$ cat src/rtl/riscv_hazard_ctrl.sv
// Purpose: in-order issue hazard control: load-use interlock, operand forwarding selects, EX/MEM slot tracking.
// Latency: id_ready and fwd_a/fwd_b are combinational from ID inputs and slot state; slots update one edge later.
// Backpressure: a load-use hazard, flush or mem_stall holds id_ready low; mem_stall freezes both slots.
//
// Ports:
//   clk, rst                     clock and synchronous active-high reset
//   id_valid, id_rs1/2, id_use_rs1/2, id_rd, id_is_load
//                                decoded instruction offered for issue
//   flush                        branch redirect: squashes EX and blocks issue
//   mem_stall                    memory busy: freezes EX and MEM, blocks issue
//   id_ready                     offered instruction issues this cycle
//   ex_valid, ex_rd, mem_rd      registered slot state
//   fwd_a, fwd_b                 operand select: 0 regfile, 1 EX result, 2 MEM result
//   stall_cnt                    saturating count of load-use stall cycles
module riscv_hazard_ctrl #(
    parameter int REGN = 32,
    parameter int REGA = $clog2(REGN)
) (
    input  logic            clk,
    input  logic            rst,
    input  logic            id_valid,
    input  logic [REGA-1:0] id_rs1,
    input  logic [REGA-1:0] id_rs2,
    input  logic            id_use_rs1,
    input  logic            id_use_rs2,
    input  logic [REGA-1:0] id_rd,
    input  logic            id_is_load,
    input  logic            flush,
    input  logic            mem_stall,
    output logic            id_ready,
    output logic            ex_valid,
    output logic [1:0]      fwd_a,
    output logic [1:0]      fwd_b,
    output logic [REGA-1:0] ex_rd,
    output logic [REGA-1:0] mem_rd,
    output logic [15:0]     stall_cnt
);

    localparam logic [1:0] SEL_RF  = 2'd0;
    localparam logic [1:0] SEL_EX  = 2'd1;
    localparam logic [1:0] SEL_MEM = 2'd2;

    logic ex_v, ex_ld;
    logic mem_v, mem_ld;

    logic ex_wr, mem_wr;
    logic rs1_ex, rs2_ex, rs1_mem, rs2_mem;
    logic load_use;
    logic count_stall;

    // x0 is hardwired zero: a slot targeting it never produces a result worth forwarding.
    assign ex_wr  = ex_v  && (ex_rd  != '0);
    assign mem_wr = mem_v && (mem_rd != '0);

    assign rs1_ex  = id_use_rs1 && (id_rs1 != '0) && ex_wr  && (id_rs1 == ex_rd);
    assign rs2_ex  = id_use_rs2 && (id_rs2 != '0) && ex_wr  && (id_rs2 == ex_rd);
    assign rs1_mem = id_use_rs1 && (id_rs1 != '0) && mem_wr && (id_rs1 == mem_rd);
    assign rs2_mem = id_use_rs2 && (id_rs2 != '0) && mem_wr && (id_rs2 == mem_rd);

    // A load in EX has no data yet; the consumer must wait one cycle and take it from MEM.
    assign load_use = (rs1_ex || rs2_ex) && ex_ld;

    assign id_ready = id_valid && !load_use && !flush && !mem_stall;

    assign count_stall = id_valid && load_use && !flush && !mem_stall;

    // The younger (EX) result wins over MEM when both write the same register.
    always_comb begin
        fwd_a = SEL_RF;
        if (rs1_ex && !ex_ld) begin
            fwd_a = SEL_EX;
        end else if (rs1_mem) begin
            fwd_a = SEL_MEM;
        end
    end

    always_comb begin
        fwd_b = SEL_RF;
        if (rs2_ex && !ex_ld) begin
            fwd_b = SEL_EX;
        end else if (rs2_mem) begin
            fwd_b = SEL_MEM;
        end
    end

    assign ex_valid = ex_v;

    always_ff @(posedge clk) begin
        if (rst) begin
            ex_v      <= 1'b0;
            ex_ld     <= 1'b0;
            ex_rd     <= '0;
            mem_v     <= 1'b0;
            mem_ld    <= 1'b0;
            mem_rd    <= '0;
            stall_cnt <= 16'd0;
        end else begin
            if (!mem_stall) begin
                mem_v  <= ex_v;
                mem_rd <= ex_rd;
                mem_ld <= ex_ld;
                ex_v   <= id_ready;
                ex_rd  <= id_rd;
                ex_ld  <= id_is_load;
            end
            // Redirect kills the EX occupant even while memory is stalled; MEM
            // above already sampled the pre-flush EX contents.
            if (flush) begin
                ex_v <= 1'b0;
            end
            if (count_stall && (stall_cnt != 16'hFFFF)) begin
                stall_cnt <= stall_cnt + 16'd1;
            end
        end
    end

endmodule

$ cat config.mk
export PLATFORM = sky130hd
export DESIGN_NAME = riscv_hazard_ctrl
export DESIGN_NICKNAME = d
export VERILOG_FILES = /design/src/rtl/riscv_hazard_ctrl.sv
export SDC_FILE = /design/constraint.sdc
export NUM_CORES = 1
export LEC_CHECK = 0
export CORE_UTILIZATION = 30
export CTS_CLUSTER_DIAMETER = 150
export CTS_CLUSTER_SIZE = 30
export DETAILED_ROUTE_END_ITERATION = 12
export PLACE_DENSITY = 0.53
export SYNTH_ARGS = -nofsm -noshare
export SYNTH_HDL_FRONTEND = slang
export SYNTH_SLANG_ARGS = --single-unit
export TNS_END_PERCENT = 30
$ cat constraint.sdc
create_clock -name clk -period 5.45 [get_ports clk]
set_input_delay 1.09 -clock clk [delete_from_list [all_inputs] [get_ports clk]]
set_output_delay 1.09 -clock clk [all_outputs]
set_load 0.02 [all_outputs]
After elaboration in Yosys (flattened, before gate mapping)
Index checks and enable logic that the tools add are counted.
Cells by class
  $add $sub $neg: 1
  reduce and logical (&&, ||, !) cells: 32
  equal/unequal tests: 5
  muxes and demuxes: 4
Operators with widths (number)
  1-bit logical AND: 22
  5-bit equality test: 4
  5-bit nonzero test: 4
  16-bit by 1-bit adder with 16-bit output, second input constant: 1
  16-bit != test, second input constant: 1
  2-bit 2-to-1 mux: 4
  1-bit zero test: 4
  2-bit OR reduction: 1
  1-bit logical OR: 1
Word-level totals
  register bits after elaboration: 29
  logic and storage cells: 48
  input bits: 23

Depth between registers and ports, before layout
Gate-level depths: netlist (run 1).
  word-level depth: 10
  mapped depth: 8
  depth with buffers taken out: 7

Worst setup path after synthesis (run 1)
Ideal clock, no wire load.
  path kind: input to output
  start point: input port id_rs1[1]
  end point: output port fwd_a[1]
  required time: 4.360 ns
  path slack: 1.448 ns
  arrival: 2.912 ns
  cell stages on the path: 5
  cell sequence: or4_1 -> o21ai_1 -> nor4_4 -> and2_1 -> nor4_1
Between the ends
  cells in the longest elaborated chain, start to end: 6
  elaborated cells on any way between the ends: 11
Ends and longest elaborated chain
  start: declaration: RTL line 22  | input logic [REGA-1:0] id_rs1,
  5-bit nonzero test: RTL line 55, 57
  1-bit logical AND: RTL line 55, 57
  1-bit logical AND (on tied branches) (2 in series): RTL line 57, 55
  2-bit 2-to-1 mux or 1-bit logical AND (tied branches): RTL line 72, 70
  2-bit 2-to-1 mux *: RTL line 70  | if (rs1_ex && !ex_ld) begin
  end: declaration: RTL line 32  | output logic [1:0] fwd_a,
Mark *: on every way between the ends. The rest lies on a longest branch, timed or not.

Final worst setup path (run 1)
Same ends and word-level chain as after synthesis.

==> results of run 1 <==
[through the flow]
stage	area, µm²	total power, W	hold WS (ps)	utilization
2_1_floorplan	1700	0.000265	457	-
3_3_place_gp	2290	0.000299	481	0.419
3_5_place_dp	2290	0.000299	490	0.419
4_1_cts	2410	0.000531	502	0.440
5_1_grt	2410	0.000544	534	0.440
6_report	2410	0.000524	498	0.440
[flip-flops by register name, indices dropped and copies added, names as in the netlist]
| register | count |
|---|---|
| mem_rd | 5 |
| ex_valid | 1 |
| mem_v | 1 |
| ex_rd | 5 |
| ex_ld | 1 |
| stall_cnt | 16 |
[worst max-delay path, cell delays in order]
cell and delay (ps):
clkdlybuf4s50_1 470, or4_1 540, o21ai_1 270, nor4_4 110
and2_1 190, nor4_1 270, clkdlybuf4s50_1 650
[Yosys cell counts (all sizes together) (2+ instances only)]
library cell  count
nor4              7
nor3              3
buf               4
nor2b             3
o31ai             4
dfxtp            29
xnor2            14
mux2i            13
a21oi            11
nand3             9
and3              2
mux2              4
and2              3
or4               8
or3               7
o21ai            13
clkbuf            2
nand2             8
nand4             4
nor2             23
inv               4
xor2              7
[how the worst max path moves through the flow]
| stage | from | to | cells after the start |
|---|---|---|---|
| 2_1_floorplan | id_rs1[1] | fwd_a[1] | 5 |
| 3_3_place_gp | id_rs1[1] | fwd_a[1] | 7 |
| 3_5_place_dp | id_rs1[1] | fwd_a[1] | 7 |
| 4_1_cts | id_rs1[1] | fwd_a[1] | 7 |
| 5_1_grt | id_rs1[1] | fwd_a[1] | 7 |
| 6_report | id_rs1[1] | fwd_a[1] | 7 |
[area by class of cell]
class                           instances  area (µm²)  area share
Inverter                                4        15.0     0.00623
Clock inverter                          1        30.0      0.0125
Sequential cell                        29         581       0.241
Timing Repair Buffer                   56         556       0.231
Multi-Input combinational cell        150        1050       0.437
Tap cell                               72        90.1      0.0374
Clock buffer                            7        86.3      0.0358
[logic make-up after synthesis]
| group | count (synthesis) | share of synthesized area |
|---|---|---|
| AND/OR/NAND/NOR | 81 | 0.289 |
| AO/OA/AOI/OAI | 30 | 0.111 |
| flip-flops | 29 | 0.341 |
| XOR/XNOR | 21 | 0.108 |
| multiplexers | 17 | 0.103 |
| buffers and inverters | 10 | 0.0397 |
| adder cells (fa/ha/maj) | 1 | 0.00736 |
[layer usage]
| layer | vias up | global-route usage |
|---|---|---|
| li1 | 800 | - |
| met1 | 735 | 0.191 |
| met2 | 47 | 0.237 |
| met3 | 7 | 0.0429 |
| met4 | 0 | 0.0566 |
| met5 | - | 0 |
[power by group through the flow]
stage                     registers, W  logic (W)  clock network (W)
after floorplan               0.000231  0.0000344                  0
after global placement        0.000230  0.0000692                  0
after detailed placement      0.000229  0.0000692                  0
after CTS                     0.000225  0.0000695           0.000237
after global routing          0.000225  0.0000742           0.000245
final                         0.000225  0.0000687           0.000230
==> run metrics, run 1 <==
skew final 8.34 ps; clock power share 0.440; GRT overflow 0; Die H 77.3 µm; Clock Sink Count 29; leading area contributor after synthesis dfxtp_1; initial antenna violation count 0; first-pass GRT wire length 6980 µm; Final setup viols 0; postcts setup bufs 0; CTS tree done; #FFs+latches synth 29; post-synthesis async set-or-reset flop share 0; P_leak 0.835 nW; Initial Utilization 0.311; Core Area 0.00547 mm²; worst reg2reg setup slack 3170 ps; Post-Place Setup Slack 771 ps; CP Max Fanout 4; Die X 77.3 µm; fraction of layout instances using a drive strength above 1 0.0810; fmax 214 MHz; DP Wirelength 3120 µm; final period utilization 0.857; Top Ports 55; nets@finish 270; Syn Area/Cell 9.00 µm²; mapped cell area 0.00170 mm²; WL/cell 13.2 µm; Comb power frac 0.131; Antenna Nets Post-Route 0; Clk pin slew, worst setup/hold paths 70 ps; largest net degree at the start of global routing 34; Startpoint Class input port; commonest non-fill, non-tap cell in the layout clkdlybuf4s50_1; 1st-iter DRT viols 42; PwrDens 217 mW/mm²; Total Neg Setup Slack 0 ps; Slew Limit Fails 0; Top Layer Used met4; slew margin rel. 0.589; Filler cells 569; crit path DAT 3580 ps; post-synth cell types 37; post_cts resized 0; Std-Cell Rows 27; most frequent cells in the layout clkdlybuf4s50_1, dfxtp_1, nor2_1, xnor2_1, mux2i_1; switching power 0.000121 W; Worst R2R Path Depth 6; All-Layer GR Usage 0.150; DIE AREA 0.00597 mm²; met3 WL 241 µm; Min-Delay Startpoint stall_cnt[9]$_SDFFE_PP0P_; PortBufs 54; routed metal-1 wire length 1990 µm; dominant synthesized flop cell dfxtp_1; dpl cells 311; share of the synthesized area in the top cell type 0.341; root buffer cell clkbuf_8; CTS Buf Count 5; worst hold path depth 2; number of global-route vias before repair 1440; Routed WL 4210 µm; Setup Crit Path Kind input port to output pin; Worst R2R End stall_cnt[1]$_SDFFE_PP0P_; Post-CTS Hold Buffers 0; synthesized instance count 189; GPL Wtd Cong 0.822; DRC Markers 0; Hold Path Class register to register; Max-Cap Viols 0; sequential fraction of the synthesis area 0.341; Sw Share 0.230; worst setup slack after layout 780 ps; Flop pwr share 0.429; via count 1589; Net Count, Synth 213; Final Hold Fails 0; warnings from Yosys 0; area delta synth->final 41.7%; Bufs on Longest Clock Path 2; Clk Latency, worst-skew pair 280 ps; RSZ-0062 raised after global routing no; crit end category output pin; Slew @ Worst Pin 617 ps; post-route insts no fill 319; outcome finished clean; H-tree levels 2; Worst Path Required 4360 ps; post-route minimum period 4670 ps; Area contributors post-synth dfxtp_1, mux2i_1, xnor2_1; internal cell power 0.000403 W; drt first pass iters 4; WL met2 1920 µm; Vias/cell 4.98; Hold EP stall_cnt[9]$_SDFFE_PP0P_; worst reg2reg startpoint ex_rd[0]$_SDFFE_PP0N_; # diodes 0; worst vdd ir 0.000125 V; EDFF count, synth 0
(Power assumes the default switching activity.)
==> inputs of run 2 (changes only) <==
Settings changed: ABC_CLOCK_PERIOD_IN_PS from default to 5450, CORE_UTILIZATION 30 to 49, PLACE_DENSITY 0.53 to 0.81.
==> run metrics, run 2 (synthesized netlist as in run 1, its figures left out) <==
Routed WL 3940 µm (-6.6%); Top Registers stall_cnt: 16 flops, ex_rd: 5 flops, mem_rd: 5 flops; CTS Buf Count 5 (unchanged); DRC Markers 0 (unchanged); final period utilization 0.864 (+0.00715); P_leak 0.813 nW (-2.6%); largest net degree at the start of global routing 34 (unchanged); RSZ-0062 raised after global routing no; area delta synth->final 36.6%; Post-CTS Hold Buffers 0 (unchanged); Worst Path Required 4360 ps (about the same); Std-Cell Rows 21 (-22%); Largest register FFs 16 (unchanged); crit path DAT 3620 ps (+40 ps); worst setup slack after layout 741 ps (-39.0 ps); root buffer cell clkbuf_4; Antenna Nets Post-Route 0 (unchanged); Final Hold Fails 0 (unchanged); CTS tree done; CP Max Fanout 4 (unchanged); H-tree levels 2 (unchanged); post_cts resized 0 (unchanged); Top Ports 55 (unchanged); most frequent cells in the layout clkdlybuf4s50_1, dfxtp_1, nor2_1, xnor2_1, mux2i_1; skew final 6.97 ps (-1.37 ps); commonest non-fill, non-tap cell in the layout clkdlybuf4s50_1; Slew @ Worst Pin 1190 ps (+570 ps); DP Wirelength 3050 µm (-2.4%); postcts setup bufs 0 (unchanged); Vias/cell 5.47 (+9.8%); Slew Limit Fails 0 (unchanged); crit end category output pin; Die X 60.9 µm (-21%); Bufs on Longest Clock Path 2 (unchanged); drt first pass iters 4 (unchanged); GPL Wtd Cong 0.885 (+7.7%); fmax 212 MHz (-0.83%); PwrDens 190 mW/mm² (-12%); nets@finish 269 (-0.37%); worst vdd ir 0.000120 V (-4.4%); # diodes 0 (unchanged); WL/cell 13.5 µm (+2.0%); Filler cells 298 (-48%); GRT overflow 0 (unchanged); DIE AREA 0.00371 mm² (-38%); via count 1597 (+0.50%); Clock Sink Count 29 (unchanged); Initial Utilization 0.510 (+0.199); Die H 60.9 µm (-21%); outcome finished clean; 1st-iter DRT viols 105 (+150%); Clk pin slew, worst setup/hold paths 90 ps (+20 ps); first-pass GRT wire length 6220 µm (-11%); Hold Path Class register to register; Post-Place Setup Slack 712 ps (-59.4 ps); slew margin rel. 0.206 (-0.383); fraction of layout instances using a drive strength above 1 0.0813 (+0.000329); Total Neg Setup Slack 0 ps (unchanged); PortBufs 54 (unchanged); initial antenna violation count 0 (unchanged); Final setup viols 0 (unchanged); Largest Register stall_cnt; Setup Crit Path Kind input port to output pin; Startpoint Class input port; number of global-route vias before repair 1366 (-5.1%); Max-Cap Viols 0 (unchanged); post-route minimum period 4710 ps (+39.0 ps); All-Layer GR Usage 0.229 (+0.0787); Core Area 0.00334 mm² (-39%); Clk Latency, worst-skew pair 320 ps (+40 ps)
## run 2: cell count changes in the layout (fill, tap and decap cells not counted)
cell       previous run  this run
buf_4                 2         1
bufinv_16             1         0
clkbuf_1              1         0
clkbuf_4              0         5
clkbuf_8              6         2
clkinv_2              0         1
## run 2: metrics by stage
stage          power (W)  utilization  cells  instance area [µm²]  hold slack (ps)
2_1_floorplan   0.000265            -    189                 1700              457
3_3_place_gp    0.000297        0.675    284                 2250              478
3_5_place_dp    0.000298        0.675    284                 2250              490
4_1_cts         0.000445        0.696    292                 2320              503
5_1_grt         0.000464        0.696    292                 2320              534
6_report        0.000443        0.696    292                 2320              499
## run 2: final timing paths
check	endpoint	from	cells after the start	slack (ps)
worst max-delay path	fwd_a[1]	id_rs1[1]	7	740
worst min-delay path	stall_cnt[9]$_SDFFE_PP0P_	stall_cnt[9]$_SDFFE_PP0P_	2	500
worst max register to register	stall_cnt[1]$_SDFFE_PP0P_	ex_rd[1]$_SDFFE_PP0N_	6	3200
worst min register to register	stall_cnt[9]$_SDFFE_PP0P_	stall_cnt[9]$_SDFFE_PP0P_	2	500
## run 2: power breakdown
| part | switching (W) | internal [W] | total [W] | leakage [nW] |
|---|---|---|---|---|
| logic | 0.0000308 | 0.0000377 | 0.0000685 | 0.536 |
| registers | 0.00000812 | 0.000216 | 0.000224 | 0.235 |
| clock network | 0.0000753 | 0.0000747 | 0.000150 | 0.0413 |
| total | 0.000114 | 0.000328 | 0.000443 | 0.813 |
## run 2: layer usage
| metal | GRT usage | vias to the layer above | wire length (µm) |
|---|---|---|---|
| met5 | 0 | - | 0 |
| met1 | 0.280 | 745 | 1730 |
| met2 | 0.402 | 46 | 2020 |
| li1 | - | 802 | - |
| met3 | 0.0554 | 4 | 156 |
| met4 | 0.0584 | 0 | 31 |
## run 2: critical path, cell delays in order
cell and delay [ps]:
clkdlybuf4s50_1 460, or4_1 540, o21ai_1 290, nor4_4 110, and2_1 180, nor4_1 280, clkdlybuf4s50_1 660
## run 2: layout make-up
cell class                 instances  area [µm²]  area share
inverter                           4        15.0     0.00646
sequential                        29         581       0.250
clock inverter                     1        5.00     0.00215
timing repair buffer              55         548       0.236
clock buffer                       7        65.1      0.0280
multi-input combinational        150        1050       0.453
tap                               46        57.6      0.0248
==> inputs of run 3 (changes only) <==
Settings changed: HOLD_SLACK_MARGIN from default to 0.08.
==> results of run 3 <==
Final layout, timing and power as in run 2 (identical DEF).
